==> src/rtl/calc_ctrl_p.sv <==
// Calculator controller with a decimal operand builder, a one-cycle add/sub/mul and chained operations.
// Define CALC_DIV_EN to compile in the iterative restoring divider. Without it, op=3 is ignored.
module calc_ctrl_p #(
  parameter int WIDTH = 16
) (
  input  logic             clk,
  input  logic             rst,
  input  logic             digit_valid,
  input  logic [3:0]       digit,
  input  logic             op_valid,
  input  logic [1:0]       op,
  input  logic             eq_valid,
  input  logic             clr,
  output logic [1:0]       salida,
  output logic [WIDTH-1:0] display,
  output logic             error,
  output logic             busy
);
  typedef enum logic [1:0] {S_NUM1 = 2'd0, S_NUM2 = 2'd1, S_SHOW = 2'd2, S_ERR = 2'd3} state_t;
  localparam logic [1:0] OP_ADD = 2'd0, OP_SUB = 2'd1, OP_MUL = 2'd2, OP_DIV = 2'd3;

  state_t           r_state, w_state_nx;
  logic [WIDTH-1:0] r_a, r_b, r_disp, w_a_nx, w_b_nx, w_disp_nx;
  logic [1:0]       r_op, w_op_nx;

  logic [WIDTH-1:0]   w_cur, w_res;
  logic [WIDTH+3:0]   w_ext;
  logic [WIDTH:0]     w_sum;
  logic [2*WIDTH-1:0] w_prod;
  logic               w_dig_ok, w_dig_fit, w_op_ok, w_err, w_chain;

`ifdef CALC_DIV_EN
  localparam int CW = (WIDTH > 1) ? $clog2(WIDTH) : 1;
  logic             r_busy, r_chain, w_busy_nx, w_chain_nx, w_ge;
  logic [CW-1:0]    r_cnt, w_cnt_nx;
  logic [WIDTH-1:0] r_rem, r_quo, r_dvsr, w_rem_nx, w_quo_nx, w_quo_it, w_dvsr_nx;
  logic [WIDTH:0]   w_rem_sh;
  logic [1:0]       r_nop, w_nop_nx;
`endif

  // Operand being typed, shifted one decimal place with the new digit appended
  assign w_cur     = (r_state == S_NUM2) ? r_b : r_a;
  assign w_ext     = {4'd0, w_cur} * (WIDTH+4)'(10) + {{WIDTH{1'b0}}, digit};
  assign w_dig_ok  = digit_valid && (digit <= 4'd9);
  assign w_dig_fit = (w_ext[WIDTH+3:WIDTH] == 4'd0);
  assign w_sum     = {1'b0, r_a} + {1'b0, r_b};
  assign w_prod    = {{WIDTH{1'b0}}, r_a} * {{WIDTH{1'b0}}, r_b};
`ifdef CALC_DIV_EN
  assign w_op_ok   = op_valid;
`else
  assign w_op_ok   = op_valid && (op != OP_DIV);
`endif

  always_comb begin
    w_res = '0;
    w_err = 1'b0;
    case (r_op)
      OP_ADD: begin w_res = w_sum[WIDTH-1:0];  w_err = w_sum[WIDTH]; end
      OP_SUB: begin w_res = r_a - r_b;         w_err = (r_b > r_a); end
      OP_MUL: begin w_res = w_prod[WIDTH-1:0]; w_err = |w_prod[2*WIDTH-1:WIDTH]; end
      default: w_err = (r_b == '0);
    endcase
  end

`ifdef CALC_DIV_EN
  // One restoring step: bring down the next dividend bit, subtract if it fits
  assign w_rem_sh = {r_rem, r_quo[WIDTH-1]};
  assign w_ge     = (w_rem_sh >= {1'b0, r_dvsr});
  assign w_quo_it = {r_quo[WIDTH-2:0], w_ge};
`endif

  always_comb begin
    w_state_nx = r_state;
    w_a_nx     = r_a;
    w_b_nx     = r_b;
    w_op_nx    = r_op;
    w_disp_nx  = r_disp;
    w_chain    = 1'b0;
`ifdef CALC_DIV_EN
    w_busy_nx  = r_busy;
    w_chain_nx = r_chain;
    w_cnt_nx   = r_cnt;
    w_rem_nx   = r_rem;
    w_quo_nx   = r_quo;
    w_dvsr_nx  = r_dvsr;
    w_nop_nx   = r_nop;
`endif
    if (clr) begin
      w_state_nx = S_NUM1;
      w_a_nx     = '0;
      w_b_nx     = '0;
      w_op_nx    = OP_ADD;
      w_disp_nx  = '0;
`ifdef CALC_DIV_EN
      w_busy_nx  = 1'b0;
    end else if (r_busy) begin
      w_cnt_nx = r_cnt + 1'b1;
      w_rem_nx = WIDTH'(w_ge ? (w_rem_sh - {1'b0, r_dvsr}) : w_rem_sh);
      w_quo_nx = w_quo_it;
      if (r_cnt == CW'(WIDTH-1)) begin
        w_busy_nx  = 1'b0;
        w_a_nx     = w_quo_it;
        w_b_nx     = '0;
        w_disp_nx  = w_quo_it;
        w_state_nx = r_chain ? S_NUM2 : S_SHOW;
        if (r_chain) w_op_nx = r_nop;
      end
`endif
    end else begin
      case (r_state)
        S_NUM1: begin
          if (eq_valid) begin
            w_state_nx = r_state;
          end else if (op_valid) begin
            if (w_op_ok) begin
              w_op_nx    = op;
              w_b_nx     = '0;
              w_state_nx = S_NUM2;
            end
          end else if (w_dig_ok && w_dig_fit) begin
            w_a_nx    = w_ext[WIDTH-1:0];
            w_disp_nx = w_ext[WIDTH-1:0];
          end
        end
        S_NUM2: begin
          if (eq_valid || w_op_ok) begin
            w_chain = !eq_valid;
            if (w_err) begin
              w_state_nx = S_ERR;
              w_disp_nx  = '0;
`ifdef CALC_DIV_EN
            end else if (r_op == OP_DIV) begin
              w_busy_nx  = 1'b1;
              w_cnt_nx   = '0;
              w_rem_nx   = '0;
              w_quo_nx   = r_a;
              w_dvsr_nx  = r_b;
              w_chain_nx = w_chain;
              w_nop_nx   = op;
`endif
            end else begin
              w_a_nx     = w_res;
              w_b_nx     = '0;
              w_disp_nx  = w_res;
              w_state_nx = w_chain ? S_NUM2 : S_SHOW;
              if (w_chain) w_op_nx = op;
            end
          end else if (!op_valid && w_dig_ok && w_dig_fit) begin
            w_b_nx    = w_ext[WIDTH-1:0];
            w_disp_nx = w_ext[WIDTH-1:0];
          end
        end
        S_SHOW: begin
          if (eq_valid) begin
            w_state_nx = r_state;
          end else if (op_valid) begin
            if (w_op_ok) begin
              w_op_nx    = op;
              w_b_nx     = '0;
              w_state_nx = S_NUM2;
            end
          end else if (w_dig_ok) begin
            w_a_nx     = {{(WIDTH-4){1'b0}}, digit};
            w_disp_nx  = {{(WIDTH-4){1'b0}}, digit};
            w_state_nx = S_NUM1;
          end
        end
        default: w_state_nx = S_ERR;
      endcase
    end
  end

  always_ff @(posedge clk) begin
    if (rst) begin
      r_state <= S_NUM1;
      r_a     <= '0;
      r_b     <= '0;
      r_op    <= OP_ADD;
      r_disp  <= '0;
    end else begin
      r_state <= w_state_nx;
      r_a     <= w_a_nx;
      r_b     <= w_b_nx;
      r_op    <= w_op_nx;
      r_disp  <= w_disp_nx;
    end
  end

`ifdef CALC_DIV_EN
  always_ff @(posedge clk) begin
    if (rst) begin
      r_busy  <= 1'b0;
      r_chain <= 1'b0;
      r_cnt   <= '0;
      r_rem   <= '0;
      r_quo   <= '0;
      r_dvsr  <= '0;
      r_nop   <= OP_ADD;
    end else begin
      r_busy  <= w_busy_nx;
      r_chain <= w_chain_nx;
      r_cnt   <= w_cnt_nx;
      r_rem   <= w_rem_nx;
      r_quo   <= w_quo_nx;
      r_dvsr  <= w_dvsr_nx;
      r_nop   <= w_nop_nx;
    end
  end
  assign busy = r_busy;
`else
  assign busy = 1'b0;
`endif

  assign salida  = r_state;
  assign display = r_disp;
  assign error   = (r_state == S_ERR);
endmodule

==> config.mk <==
export PLATFORM = sky130hd
export DESIGN_NAME = calc_ctrl_p
export DESIGN_NICKNAME = d
export VERILOG_FILES = /design/src/rtl/calc_ctrl_p.sv
export SDC_FILE = /design/constraint.sdc
export NUM_CORES = 1
export LEC_CHECK = 0
export ABC_CLOCK_PERIOD_IN_PS = 19860
export BUFFER_PORTS_ARGS = -buffer_cell sky130_fd_sc_hd__buf_2
export CAP_MARGIN = 20
export CORE_UTILIZATION = 55
export CTS_CLUSTER_DIAMETER = 120
export DETAILED_ROUTE_END_ITERATION = 10
export PLACE_DENSITY = 0.71
export SETUP_SLACK_MARGIN = 0.15
export SLEW_MARGIN = 20
export SYNTH_ARGS = -nofsm -noshare
export SYNTH_HDL_FRONTEND = slang
export SYNTH_SLANG_ARGS = --single-unit
==> constraint.sdc <==
create_clock -name clk -period 19.86 [get_ports clk]
set_input_delay 0.993 -clock clk [delete_from_list [all_inputs] [get_ports clk]]
set_output_delay 0.993 -clock clk [all_outputs]
set_load 0.05 [all_outputs]
==> flow_metrics.tcl <==
set metrics [dict create \
    yosysSeqAreaShare 0.0717 \
    clock_sink_count 52 \
    async_reset_ff_frac 0 \
    final_cell_mix "inv_1 (261), nand2_1 (242), fa_1 (198)" \
    power.share.clock 0.322 \
    yosys_warnings 0 \
    endpoint "r_b[9]$_SDFFE_PP0P_" \
    synth_top_cell_area_share 0.273 \
    die_w_um 164 \
    syn-mean-instance-area_um2 8.06 \
    rsz0062_at_grt "false" \
    wire_per_inst_um 19.9 \
    grt_max_degree 49 \
    cts_tree "done" \
    slowest_stage "a211oi_4" \
    vias_per_cell 6.14 \
    first_iter_violations 1401 \
    fin_tns_setup_ns 0 \
    crit_required_ns 20.08 \
    cts_buffers 5 \
    seqPwrFrac 0.370 \
    startpoint "r_a[7]$_SDFFE_PP0P_" \
    setup.worst_path.start_class "flip-flop" \
    worstRegToRegCells 25 \
    num_vias 12894 \
    skew_ns 0.00532 \
    dr.pass1.iters 6 \
    rrSetupSlack_ns 11.06 \
    num-fill-cells 2427 \
    finalHoldViolCount 0 \
    synth_edf_count 0 \
    antenna_left 0 \
    grt_pass1_wl_um 67200 \
    slew_violations 0 \
    cts_buffer_depth 2 \
    power_density_mw_per_mm2 20.7 \
    leakagePower_nw 6.66 \
    syn2layout_area_growth_pct 3.46 \
    drv_cap 0 \
    io-pin-count 32 \
    fp.dieH_um 164 \
    post-route-period-util 0.443 \
    r2r-start "r_a[7]$_SDFFE_PP0P_" \
    fmax_mhz 114 \
    start_util 0.559 \
    rows 59 \
    cp.arrival_ns 9.02 \
    critPathKind "reg -> reg" \
    post_cts_resized 0 \
    tightest_slew_ns 1.16 \
    port_buffers 30 \
    synth_area_leaders "fa_1 (27%), ha_1 (15%), dfxtp_1 (7.2%), inv_1 (6.8%), nand2_1 (6.3%)" \
    core_area_mm2 0.0260 \
    timing.critical_path.to_type "flip-flop" \
    path_clk_slew_ns 0.07 \
    crit_buf_inv 6 \
    slew_headroom 0.226 \
    hp-class "reg -> reg" \
    power_switching_uw 112 \
    final_nets 2144 \
    switching_share 0.360 \
    finalSetupViolations 0 \
    pwr-share-comb 0.309 \
    syn_area_mm2 0.0145 \
    ys_types 83 \
    critical_path_depth 25 \
    root_buffer "clkbuf_16" \
    antenna_found_initial 0 \
    drive_gt1_frac 0.0539 \
    outcome "complete, no violations" \
    hpwl_um 33400 \
    postSynthCellCount 1801 \
    globalRouteOverflowTotal 0 \
    worstPathMaxFanout 19 \
    insertion_delay_ns 0.29 \
    critical-path-top-delay-family "adder cells" \
    vdd_drop_max_mv 0.0372 \
    synth_ff_type "dfxtp_1" \
    totalWireLength_um 41900 \
    r2r_end "r_b[9]$_SDFFE_PP0P_" \
    synth_nets 2182 \
    cts_setup_buffers 0 \
    fin_crit_ns 8.80 \
    gp_congestion 0.964 \
    ys_seq_elements 52 \
    netlist.top_cell.by_area "fa_1" \
    diodes 0 \
    p_total_uw 311 \
    worst_path_largest_cell_delay_ns 1.05 \
    drc 0 \
    die_area_mm2 0.0270 \
    grt_use_total 0.319 \
    internal_power_uw 199 \
    cts_htree_levels 2 \
    grt_pass1_vias 12885 \
    hold_buffers 0 \
    final_common_cell "inv_1" \
]
cells by family after synthesis:
kind of cell,count (synthesis),share of synthesized area
other cells,1,0.000258
mux,42,0.0305
simple gates,589,0.195
compound gates,353,0.163
buf+inv,350,0.0919
xor+xnor,45,0.0272
flops,52,0.0717
fa+ha+maj,369,0.421
metal layers:
metal  GRT usage  part of all wire  up-vias
met5           0                 0        -
met3      0.0445             0.087      105
li1            -                 -     5894
met1       0.430              0.41     6268
met2       0.514              0.46      627
met4       0.133             0.041        0
state kept, by name, summed over array words and instances, names as in the netlist:
signal	count
display	16
r_a	16
r_b	16
r_op	2
salida	2
worst min-delay path by stage:
stage / slack, ns / cells past startpoint / startpoint / end
floorplan: 0.50 / 2 / r_b[5]$_SDFFE_PP0P_ / r_b[5]$_SDFFE_PP0P_
global placement: 0.44 / 2 / r_b[2]$_SDFFE_PP0P_ / r_b[2]$_SDFFE_PP0P_
detailed placement: 0.46 / 2 / r_b[2]$_SDFFE_PP0P_ / r_b[2]$_SDFFE_PP0P_
CTS: 0.47 / 2 / r_b[2]$_SDFFE_PP0P_ / r_b[2]$_SDFFE_PP0P_
global route: 0.52 / 2 / r_b[2]$_SDFFE_PP0P_ / r_b[2]$_SDFFE_PP0P_
finish: 0.47 / 2 / r_b[2]$_SDFFE_PP0P_ / r_b[2]$_SDFFE_PP0P_
power by group through the flow:
stage	clock [mW]	sequential, mW	combinational, mW
final	0.100	0.115	0.0961
after global routing	0.104	0.116	0.103
after CTS	0.0994	0.115	0.0938
after detailed placement	0	0.117	0.0934
after global placement	0	0.117	0.0925
after floorplan	0	0.121	0.0627
final cells by class:
type	instances	area [µm²]	share of cell area
clock buffer	5	125	0.00833
clock inverter	3	42.5	0.00283
inverter	262	983	0.0655
multi-input combinational	1399	12200	0.810
sequential	52	1040	0.0693
tap	335	419	0.0279
timing repair buffer	43	248	0.0165
Yosys cell counts, drive strengths merged (15+ instances only):
master / n
a211oi: 20
a21oi: 96
a31oi: 16
and2: 88
clkbuf: 77
dfxtp: 52
fa: 198
ha: 171
inv: 261
mux2: 18
mux2i: 24
nand2: 242
nand2b: 17
nand3: 20
nor2: 109
nor2b: 15
nor3: 19
o21a: 22
o21ai: 81
or3: 18
xnor2: 26
xor2: 19
per-stage QoR:
| stage | util | std cells | setup slack (ns) | cell area, µm² | hold WS (ns) |
|---|---|---|---|---|---|
| after floorplan | - | 1801 | 12.50 | 14500 | 0.495 |
| after global placement | 0.571 | 2091 | 11.40 | 14800 | 0.443 |
| after detailed placement | 0.571 | 2091 | 11.24 | 14800 | 0.460 |
| after CTS | 0.578 | 2099 | 11.21 | 15000 | 0.470 |
| after global routing | 0.578 | 2099 | 10.75 | 15000 | 0.517 |
| final | 0.578 | 2099 | 11.06 | 15000 | 0.472 |
worst register-to-register path: stages (launching register included):
cell and delay, ns:
dfxtp_1 0.86, ha_1 0.31, inv_1 0.09, fa_1 0.53, inv_1 0.06, fa_1 0.50, inv_1 0.05, fa_1 0.40
inv_1 0.08, fa_1 0.45, fa_1 0.55, inv_1 0.06, fa_1 0.53, inv_1 0.04, ha_1 0.40, o21ai_1 0.14
a211oi_2 0.31, o21ai_1 0.11, a21o_1 0.18, and4_1 0.19, or4_1 0.53, a2111o_1 0.34, nor4_4 0.38, a21boi_2 0.30
a211oi_4 1.05, mux2i_1 0.29
No activity file was read; power rests on OpenSTA's default activity.
